===== src/rtl/bist_pkg.sv =====
`default_nettype none
// ============================================================================
//  Module   : bist_pkg
//  Brief    : Shared types and March C- element table for the SRAM BIST block.
//  Revision : 1.0  initial release
// ============================================================================
package bist_pkg;

    typedef enum logic [1:0] {
        IDLE  = 2'd0,
        RUN   = 2'd1,
        DRAIN = 2'd2,
        DONE  = 2'd3
    } state_t;

    localparam int NUM_ELEM     = 6;
    localparam int ELEM_W       = 3;
    localparam int DRAIN_CYCLES = 2;

    // One march element. Two-op elements always run read then write.
    typedef struct packed {
        logic down;
        logic two_op;
        logic first_rd;
        logic rd_val;
        logic wr_val;
    } elem_t;

    function automatic elem_t elem_desc(input logic [ELEM_W-1:0] idx);
        elem_t e;
        case (idx)
            3'd0:    e = '{down: 1'b0, two_op: 1'b0, first_rd: 1'b0, rd_val: 1'b0, wr_val: 1'b0};
            3'd1:    e = '{down: 1'b0, two_op: 1'b1, first_rd: 1'b1, rd_val: 1'b0, wr_val: 1'b1};
            3'd2:    e = '{down: 1'b0, two_op: 1'b1, first_rd: 1'b1, rd_val: 1'b1, wr_val: 1'b0};
            3'd3:    e = '{down: 1'b1, two_op: 1'b1, first_rd: 1'b1, rd_val: 1'b0, wr_val: 1'b1};
            3'd4:    e = '{down: 1'b1, two_op: 1'b1, first_rd: 1'b1, rd_val: 1'b1, wr_val: 1'b0};
            3'd5:    e = '{down: 1'b0, two_op: 1'b0, first_rd: 1'b1, rd_val: 1'b0, wr_val: 1'b0};
            default: e = '0;
        endcase
        return e;
    endfunction

    function automatic logic elem_down(input logic [ELEM_W-1:0] idx);
        elem_t e;
        e = elem_desc(idx);
        return e.down;
    endfunction

endpackage
`default_nettype wire


===== src/rtl/bist_addr_gen.sv =====
`default_nettype none
// ============================================================================
//  Module   : bist_addr_gen
//  Brief    : Loadable up/down address counter with a direction-aware
//             terminal-count flag.
//  Revision : 1.0  initial release
// ============================================================================
module bist_addr_gen #(
    parameter int ADDR_W = 8
) (
    input  logic              clk,
    input  logic              rst,
    input  logic              i_load,
    input  logic [ADDR_W-1:0] i_load_val,
    input  logic              i_step,
    input  logic              i_down,
    output logic [ADDR_W-1:0] o_addr,
    output logic              o_tc
);

    logic [ADDR_W-1:0] r_addr;

    always_ff @(posedge clk) begin
        if (rst) begin
            r_addr <= '0;
        end else if (i_load) begin
            r_addr <= i_load_val;
        end else if (i_step) begin
            r_addr <= i_down ? (r_addr - ADDR_W'(1)) : (r_addr + ADDR_W'(1));
        end
    end

    assign o_addr = r_addr;
    assign o_tc   = i_down ? (r_addr == '0) : (r_addr == '1);

endmodule
`default_nettype wire


===== src/rtl/bist_march_ctrl.sv =====
`default_nettype none
// ============================================================================
//  Module   : bist_march_ctrl
//  Brief    : March C- BIST sequencer and response checker for a sync-read
//             SRAM; reports the first failing address and a per-miss pulse.
//  Revision : 1.0  initial release
// ============================================================================
module bist_march_ctrl #(
    parameter int ADDR_W = 8,
    parameter int DATA_W = 4
) (
    input  logic              clk,
    input  logic              rst,
    input  logic              start,
    input  logic [DATA_W-1:0] mem_dout,
    output logic [ADDR_W-1:0] mem_addr,
    output logic [DATA_W-1:0] mem_din,
    output logic              mem_we,
    output logic              mem_re,
    output logic              busy,
    output logic              done,
    output logic              fail_set,
    output logic              fail_valid,
    output logic [ADDR_W-1:0] fail_addr
);
    import bist_pkg::*;

    state_t            r_state;
    state_t            w_state_next;
    logic [ELEM_W-1:0] r_elem;
    logic [ELEM_W-1:0] w_elem_idx_nxt;
    logic              r_phase;
    logic              r_drain_cnt;
    elem_t             w_elem;

    logic [ADDR_W-1:0] w_addr;
    logic              w_tc;
    logic              w_ag_load;
    logic              w_ag_step;
    logic [ADDR_W-1:0] w_ag_load_val;

    logic              w_run;
    logic              w_start_ok;
    logic              w_rd_op;
    logic              w_wr_op;
    logic              w_addr_done;
    logic              w_last_elem;

    logic              r_chk_valid;
    logic [DATA_W-1:0] r_chk_exp;
    logic [ADDR_W-1:0] r_chk_addr;
    logic              w_mismatch;
    logic              r_fail_set;
    logic              r_fail_valid;
    logic [ADDR_W-1:0] r_fail_addr;

    assign w_elem         = elem_desc(r_elem);
    assign w_elem_idx_nxt = r_elem + ELEM_W'(1);
    assign w_run          = (r_state == RUN);
    assign w_start_ok     = start && ((r_state == IDLE) || (r_state == DONE));
    assign w_rd_op        = w_run && !r_phase && w_elem.first_rd;
    assign w_wr_op        = w_run && (r_phase || !w_elem.first_rd);
    assign w_addr_done    = !w_elem.two_op || r_phase;
    assign w_last_elem    = (r_elem == ELEM_W'(NUM_ELEM - 1));

    bist_addr_gen #(
        .ADDR_W (ADDR_W)
    ) u_addr_gen (
        .clk        (clk),
        .rst        (rst),
        .i_load     (w_ag_load),
        .i_load_val (w_ag_load_val),
        .i_step     (w_ag_step),
        .i_down     (w_elem.down),
        .o_addr     (w_addr),
        .o_tc       (w_tc)
    );

    always_ff @(posedge clk) begin
        if (rst) begin
            r_state <= IDLE;
        end else begin
            r_state <= w_state_next;
        end
    end

    // Next state, address-generator control and memory-side outputs.
    always_comb begin
        w_state_next  = r_state;
        w_ag_load     = 1'b0;
        w_ag_load_val = '0;
        w_ag_step     = 1'b0;
        busy          = 1'b0;
        done          = 1'b0;
        mem_we        = w_wr_op;
        mem_re        = w_rd_op;
        mem_addr      = w_run ? w_addr : '0;
        mem_din       = w_wr_op ? {DATA_W{w_elem.wr_val}} : '0;
        case (r_state)
            IDLE, DONE: begin
                done = (r_state == DONE);
                if (start) begin
                    w_state_next  = RUN;
                    w_ag_load     = 1'b1;
                    w_ag_load_val = elem_down(ELEM_W'(0)) ? '1 : '0;
                end
            end
            RUN: begin
                busy = 1'b1;
                if (w_addr_done) begin
                    if (!w_tc) begin
                        w_ag_step = 1'b1;
                    end else if (w_last_elem) begin
                        w_state_next = DRAIN;
                    end else begin
                        // Preload the next element's first address so elements abut.
                        w_ag_load     = 1'b1;
                        w_ag_load_val = elem_down(w_elem_idx_nxt) ? '1 : '0;
                    end
                end
            end
            DRAIN: begin
                busy = 1'b1;
                if (r_drain_cnt == 1'(DRAIN_CYCLES - 1)) begin
                    w_state_next = DONE;
                end
            end
            default: begin
                w_state_next = IDLE;
            end
        endcase
    end

    always_ff @(posedge clk) begin
        if (rst) begin
            r_elem      <= '0;
            r_phase     <= 1'b0;
            r_drain_cnt <= 1'b0;
        end else begin
            r_drain_cnt <= (r_state == DRAIN) ? (r_drain_cnt + 1'b1) : 1'b0;
            if (w_start_ok) begin
                r_elem  <= '0;
                r_phase <= 1'b0;
            end else if (w_run) begin
                if (!w_addr_done) begin
                    r_phase <= 1'b1;
                end else begin
                    r_phase <= 1'b0;
                    if (w_tc && !w_last_elem) begin
                        r_elem <= w_elem_idx_nxt;
                    end
                end
            end
        end
    end

    // Read data returns one cycle after the strobe; the verdict is registered once more.
    assign w_mismatch = r_chk_valid && (mem_dout != r_chk_exp);

    always_ff @(posedge clk) begin
        if (rst) begin
            r_chk_valid  <= 1'b0;
            r_chk_exp    <= '0;
            r_chk_addr   <= '0;
            r_fail_set   <= 1'b0;
            r_fail_valid <= 1'b0;
            r_fail_addr  <= '0;
        end else begin
            r_chk_valid <= w_rd_op;
            if (w_rd_op) begin
                r_chk_exp  <= {DATA_W{w_elem.rd_val}};
                r_chk_addr <= w_addr;
            end
            r_fail_set <= w_mismatch;
            if (w_start_ok) begin
                r_fail_valid <= 1'b0;
                r_fail_addr  <= '0;
            end else if (w_mismatch && !r_fail_valid) begin
                r_fail_valid <= 1'b1;
                r_fail_addr  <= r_chk_addr;
            end
        end
    end

    assign fail_set   = r_fail_set;
    assign fail_valid = r_fail_valid;
    assign fail_addr  = r_fail_addr;

endmodule
`default_nettype wire


===== config.mk =====
export PLATFORM = sky130hd
export DESIGN_NAME = bist_march_ctrl
export DESIGN_NICKNAME = d
export VERILOG_FILES = /design/src/rtl/bist_pkg.sv /design/src/rtl/bist_addr_gen.sv /design/src/rtl/bist_march_ctrl.sv
export SDC_FILE = /design/constraint.sdc
export NUM_CORES = 1
export LEC_CHECK = 0
export BUFFER_PORTS_ARGS = -buffer_cell sky130_fd_sc_hd__buf_2
export CELL_PAD_IN_SITES_DETAIL_PLACEMENT = 1
export CELL_PAD_IN_SITES_GLOBAL_PLACEMENT = 1
export CORE_UTILIZATION = 30
export DETAILED_ROUTE_END_ITERATION = 8
export PLACE_DENSITY = 0.59
export SLEW_MARGIN = 15
export SYNTH_ARGS = -nofsm -noshare
export SYNTH_HDL_FRONTEND = slang
export SYNTH_SLANG_ARGS = --single-unit

===== constraint.sdc =====
create_clock -name clk -period 3.37 [get_ports clk]
set_clock_uncertainty 0.15 [all_clocks]
set_input_delay 0 -clock clk [delete_from_list [all_inputs] [get_ports clk]]
set_output_delay 0 -clock clk [all_outputs]
set_load 0.02 [all_outputs]

* Yosys cells after proc, flatten, opt, wreduce, memory -nomap -nowiden
Cells that the tools add are included.
Cells by class: add/subtract/negate cells 4, $mul 0, div/mod/pow operators 0, $lt $le $gt $ge 0, eq/ne operators 20, shift operators 0, mux-type cells 34, bitwise logic cells 1, reductions and logical operators 24
Operators by type and width (count):
- two-way mux 8 bit | 9
- one-hot mux 5 bit (5 select lines) | 2
- two-way mux 5 bit | 4
- equality test 3 x 2 -> 1 bit, second input constant | 4
- equality test 3 bit, second input constant | 4
- two-way mux 1 bit | 11
- two-way mux 2 bit | 5
- adder 8 x 1 -> 8 bit, second input constant | 1
- equality test 8 bit, second input constant | 1
- zero test 8 bit | 1
- OR reduction 2 bit | 4
- subtractor 8 x 1 -> 8 bit, second input constant | 1
- logical AND 1 bit | 7
- equality test 3 x 1 -> 1 bit, second input constant | 2
- inequality test 2 bit, second input constant | 3
- one-hot mux 2 bit (3 select lines) | 1
- zero test 1 bit | 5
- AND reduction 5 bit | 1
- equality test 2 bit, second input constant | 2
- two-way mux 4 bit | 1
- inequality test 2 x 1 -> 1 bit, second input constant | 2
- inequality test 4 bit | 1
- adder 3 x 1 -> 3 bit, second input constant | 1
- logical OR 1 bit | 3
- other kinds (7) | 7
Storage, ports and cells: bits in registers 35, latch bits 0, bits in writable memories 0, memory bits (read-only) 0, input bits 7, output and inout port bits 26, word-level logic and storage cells 94, memories 0

* Longest topological paths before layout
depth after elaboration 13, gate-level depth with buffers 10, gate-level depth less buffers 10

* Modules after synthesis
A second synthesis with hierarchy kept.
Second synthesis, totals: cells, all modules 255, area, all modules 2219.6 um^2
Modules (own cells, without submodules):
- bist_march_ctrl | instances 1, cells an instance 160, area an instance 1440.1 um^2, sequential area each 540.5 um^2
- bist_addr_gen | instances 1, cells an instance 95, area an instance 779.5 um^2, sequential area each 160.2 um^2

* Worst setup path before layout
OpenSTA, ideal clock, no wires.
path kind register -> register, start point reg r_elem[2], end point reg u_addr_gen.r_addr[6] (netlist: u_addr_gen.o_addr[6]), library setup time 70 ps, arrival time 2631 ps, required time 3150 ps, setup slack 519 ps, stages on the path, launching flop included 11, path buffers 0, period minus slack after synthesis 2851 ps, cells stage by stage dfxtp_1 inv_1 ha_1 a21oi_2 inv_1 ha_1 or3b_2 a311o_1 o311ai_0 nand3_1 a21oi_1
Between the ends: cells in the longest elaborated chain, start to end 13, elaborated cells on any way between the ends 36
Ends and longest elaborated chain:
- from (decl) | line bist_march_ctrl.sv:30 | logic [ELEM_W-1:0] r_elem;
- from (signal assigned) | line bist_march_ctrl.sv:150 | r_elem <= w_elem_idx_nxt;
- adder 3 x 1 -> 3 bit | line bist_march_ctrl.sv:58 | assign w_elem_idx_nxt = r_elem + ELEM_W'(1);
- equality test 3 bit, or another cell as far along | line bist_pkg.sv:31 | case (idx)
- one-hot mux 5 bit (5 select lines) | line bist_pkg.sv:31
- two-way mux 5 bit | line bist_march_ctrl.sv:113 | end else if (w_last_elem) begin
- two-way mux 5 bit | line bist_march_ctrl.sv:111 | if (!w_tc) begin
- two-way mux 5 bit | line bist_march_ctrl.sv:110 | if (w_addr_done) begin
- two-way mux 5 bit | line bist_march_ctrl.sv:99 | case (r_state)
- two-way mux 8 bit | line bist_march_ctrl.sv:118 | w_ag_load_val = elem_down(w_elem_idx_nxt) ? '1 : '0;
- two-way mux 8 bit | line bist_march_ctrl.sv:113
- two-way mux 8 bit | line bist_march_ctrl.sv:111
- two-way mux 8 bit | line bist_march_ctrl.sv:110
- two-way mux 8 bit
- two-way mux 8 bit | line bist_addr_gen.sv:26 | end else if (i_load) begin
- to (signal assigned) | line bist_addr_gen.sv:27 | r_addr <= i_load_val;
- to (signal assigned) | line bist_addr_gen.sv:29 | r_addr <= i_down ? (r_addr - ADDR_W'(1)) : (r_addr + ADDR_W'(1));
- to (decl) | line bist_addr_gen.sv:21 | logic [ADDR_W-1:0] r_addr;
Parallel ways exist; a longest one is shown, timed or not. The select of a mux whose other input is x is not followed. A chain may end at the register's enable or synchronous reset.

* Worst setup path after layout
Same ends and word-level chain as after synthesis.

==> impl_metrics.yaml <==
setup_path:
  worstSetupEndpointType: "flip-flop"
  critPathBufInv: 2
  worstPathCellList: "inv_1, ha_1, a21oi_2, inv_1, ha_1, or3b_2, a311o_1, o311ai_0, nand3_1, a21oi_1"
  slowest_delay_ns: 0.46
  cpLargestDelayFamily: "compound AO/OA/AOI/OAI gates"
  arrival_ns: 3.05
  critPathLaunchType: "flip-flop"
  path_max_fanout: 7
  ff2ff_path_depth: 10
  required_ns: 3.44
  cp.depth: 10
  cp-startpoint: "r_elem[2]"
  crit_path_top_delay_cell: "dfxtp_1"
  crit_type: "flip-flop to flip-flop"
  r2r_start: "r_elem[2]"
drt:
  vias: 1802
  routed_via_density: 5.10
  drt_iter0_markers: 43
  drc: 1
  drt_first_pass_iters: 6
  drtAntennaViolNets: 0
  wire_per_inst_um: 15.4
  routed_wl_mm: 5.43
clock_network:
  cts_num_sinks: 35
  clkTransAtPathRegs_ns: 0.08
  worstSkewPairLatency_ns: 0.29
  ctsHtreeMaxLevel: 2
  cts_setup_buffers: 0
  cts_buffers: 5
  cts_buffer_depth: 2
  clock-root-buffer: "clkbuf_8"
  post_cts_resized: 0
  cts_tree: "built"
synth:
  ys_async_sr_fraction_pct: 0
  synthMuxAreaShare_pct: 7.00
  synth_compound_area_share_pct: 17.7
  synth_seq_cells: 35
  synth_xor_xnor_area_share_pct: 2.56
  synth.area.top_cells: "dfxtp_1 34%, ha_1 9.7%, mux2i_1 5.4%"
  synth-edff-count: 0
  synth_top_area_cell: "dfxtp_1"
  syn_area_um2: 2050
  yosys.area_share.simple_pct: 22.8
  yosysSeqAreaShare_pct: 34.1
  yosys.area_share.adder_pct: 10.7
  synth_top_family_by_area: "simple AND/OR/NAND/NOR gates"
  synthCells: 237
  ys_types: 51
  avgSynthCellArea_um2: 8.67
  syn_nets: 261
  synth_warnings: 0
  yosysTopAreaCellShare_pct: 34.1
  synth_ff_type: "dfxtp_1"
min_path:
  hold_path_startpoint: "mem_dout[3]"
  holdPathStages: 5
  hp-class: "primary input to flip-flop"
place:
  io_buffers: 32
  dp_cells: 340
  globalplace.congestion: 0.806
  placed_area_um2: 2290
  dpl.hpwl_mm: 4.06
global_routing:
  grt_first_pass_wirelength_mm: 9.25
  grtUsageTotal_pct: 16.2
  grt_pass1_vias: 1863
  grt_overflow: 0
  grt_max_degree: 17
  antenna_found_initial: 0
cells_and_area:
  fin_area_um2: 2460
  drive_above_1_share_pct: 19.9
  fin_cells: 353
  seq_area_um2: 701
  multi_input_area_um2: 1250
  fill_cells: 801
  areaGrowthSynthToFinish_pct: 19.7
  diodes: 0
  final_nets: 299
sta:
  max_freq_mhz: 336
  setup_violations: 0
  fin_setup_tns_ns: 0
  maxSlewHeadroom_pct: 64.8
  fin_crit_ns: 2.98
  rsz0062_at_grt: "false"
  worst_slew_pin_slew_ns: 0.527
  finalHoldViolations: 0
  slew_viol_final: 0
  fin_crit_sh_pct: 88.4
power_and_ir_drop:
  power_density_nw_per_um2: 613
  vdd_drop_max_mv: 0.261
  finalPower_mw: 1.51
  p_leak_nw: 1.05
outcome:
  status: "complete, but fails checks"
  violations: "design-rule violations"
floorplan:
  initial_core_util_pct: 31.6
  rows: 29
  dieHeight_um: 84.8
  core_area_um2: 6490
  chipWidth_um: 84.8
  die-area_um2: 7180
  boundaryPins: 33
run:
  cap_violations: 0
## repair_timing
action                                 in CTS  in global routing
endpoints found under the hold margin      11                  0
setup endpoints to repair                   0                  0
hold buffers                                5                  0
## area by class of cell
type	instances	area share, %
multi-input combinational	177	50.8
sequential	35	28.5
timing repair buffer	41	9.77
tap	77	3.92
clock buffer	6	3.36
inverter	15	2.29
clock inverter	2	1.42
## Yosys cell counts, types with 2 or more instances
cell type / number
nand2_1: 20
and2_1: 9
nor3_4: 2
a31oi_1: 2
nand3_1: 10
buf_4: 3
inv_1: 14
a21oi_1: 19
xor2_1: 2
nor3_1: 4
dfxtp_1: 35
clkbuf_1: 7
ha_1: 16
nand4_1: 3
o21ai_0: 8
nor2b_1: 6
nor4_1: 2
o211ai_1: 4
xnor2_1: 4
mux2_1: 2
nor2_1: 21
o2111ai_1: 3
mux2i_1: 11
o21a_1: 2
or3_1: 2
## worst register-to-register path: cells and delay by family, from the launching register on
kind | cells | cell delay [ns]
AO/OA/AOI/OAI | 4 | 0.81
adder cells (fa/ha/maj) | 2 | 0.66
buffers and inverters | 2 | 0.26
flip-flops | 1 | 0.46
AND/OR/NAND/NOR | 2 | 0.58
## placed cells by master (no fill, tap or decap), drive strengths merged, types with 10 or more instances in the layout
cell type and instances:
inv 14, mux2i 11, dfxtp 35, nor2 21
nand2 20, and2 10, a21oi 20, ha 16
nand3 10, buf 36
## report_power, final
part / switching (mW) / leakage (nW) / total, mW / internal [mW]
clock: 0.158 / 0.0612 / 0.397 / 0.239
sequential: 0.0770 / 0.284 / 0.536 / 0.459
combinational: 0.346 / 0.701 / 0.575 / 0.228
## kinds of logic (layout without fill, tap and decap cells)
kind of cell,Yosys count,after routing
AOI/OAI and AO/OA,52,52
xor gates and xnor gates,6,6
adders and majority gates,17,17
buffers and inverters,25,64
DFF,35,35
muxes,14,14
and+or+nand+nor,88,88
## flip-flops by register name, summed over array words and instances, names as in the netlist
signal and cells:
r_state 2, fail_set 1, r_drain_cnt 1, r_chk_addr 8, r_chk_valid 1, r_phase 1
r_chk_exp 1, fail_addr 8, u_addr_gen.o_addr 8, fail_valid 1, r_elem 3
## path summary, 6_finish.rpt
path / endpoint / slack, ns
max: u_addr_gen.o_addr[6] / 0.39
min: fail_valid / 0.04
max reg2reg: u_addr_gen.o_addr[6] / 0.39
min reg2reg: r_chk_addr[6] / 0.31
## metrics by stage
step / hold slack (ns) / setup slack, ns / util [%]
finish: 0.0434 / 0.392 / 37.9
global route: 0.0776 / 0.178 / 37.9
CTS: 0.0343 / 0.379 / 37.9
detailed placement: 0.229 / 0.411 / 35.3
global placement: 0.227 / 0.494 / 35.3
floorplan: 0.0729 / 0.519 / -
## routing by layer
metal,vias up,GRT usage (%),wire (um)
met1,865,22.3,2690
met3,6,3.24,146
met5,-,0,0
met4,0,3.70,38
met2,25,26.3,2550
li1,906,-,-
Note: power is estimated with default switching activity, not from simulation.
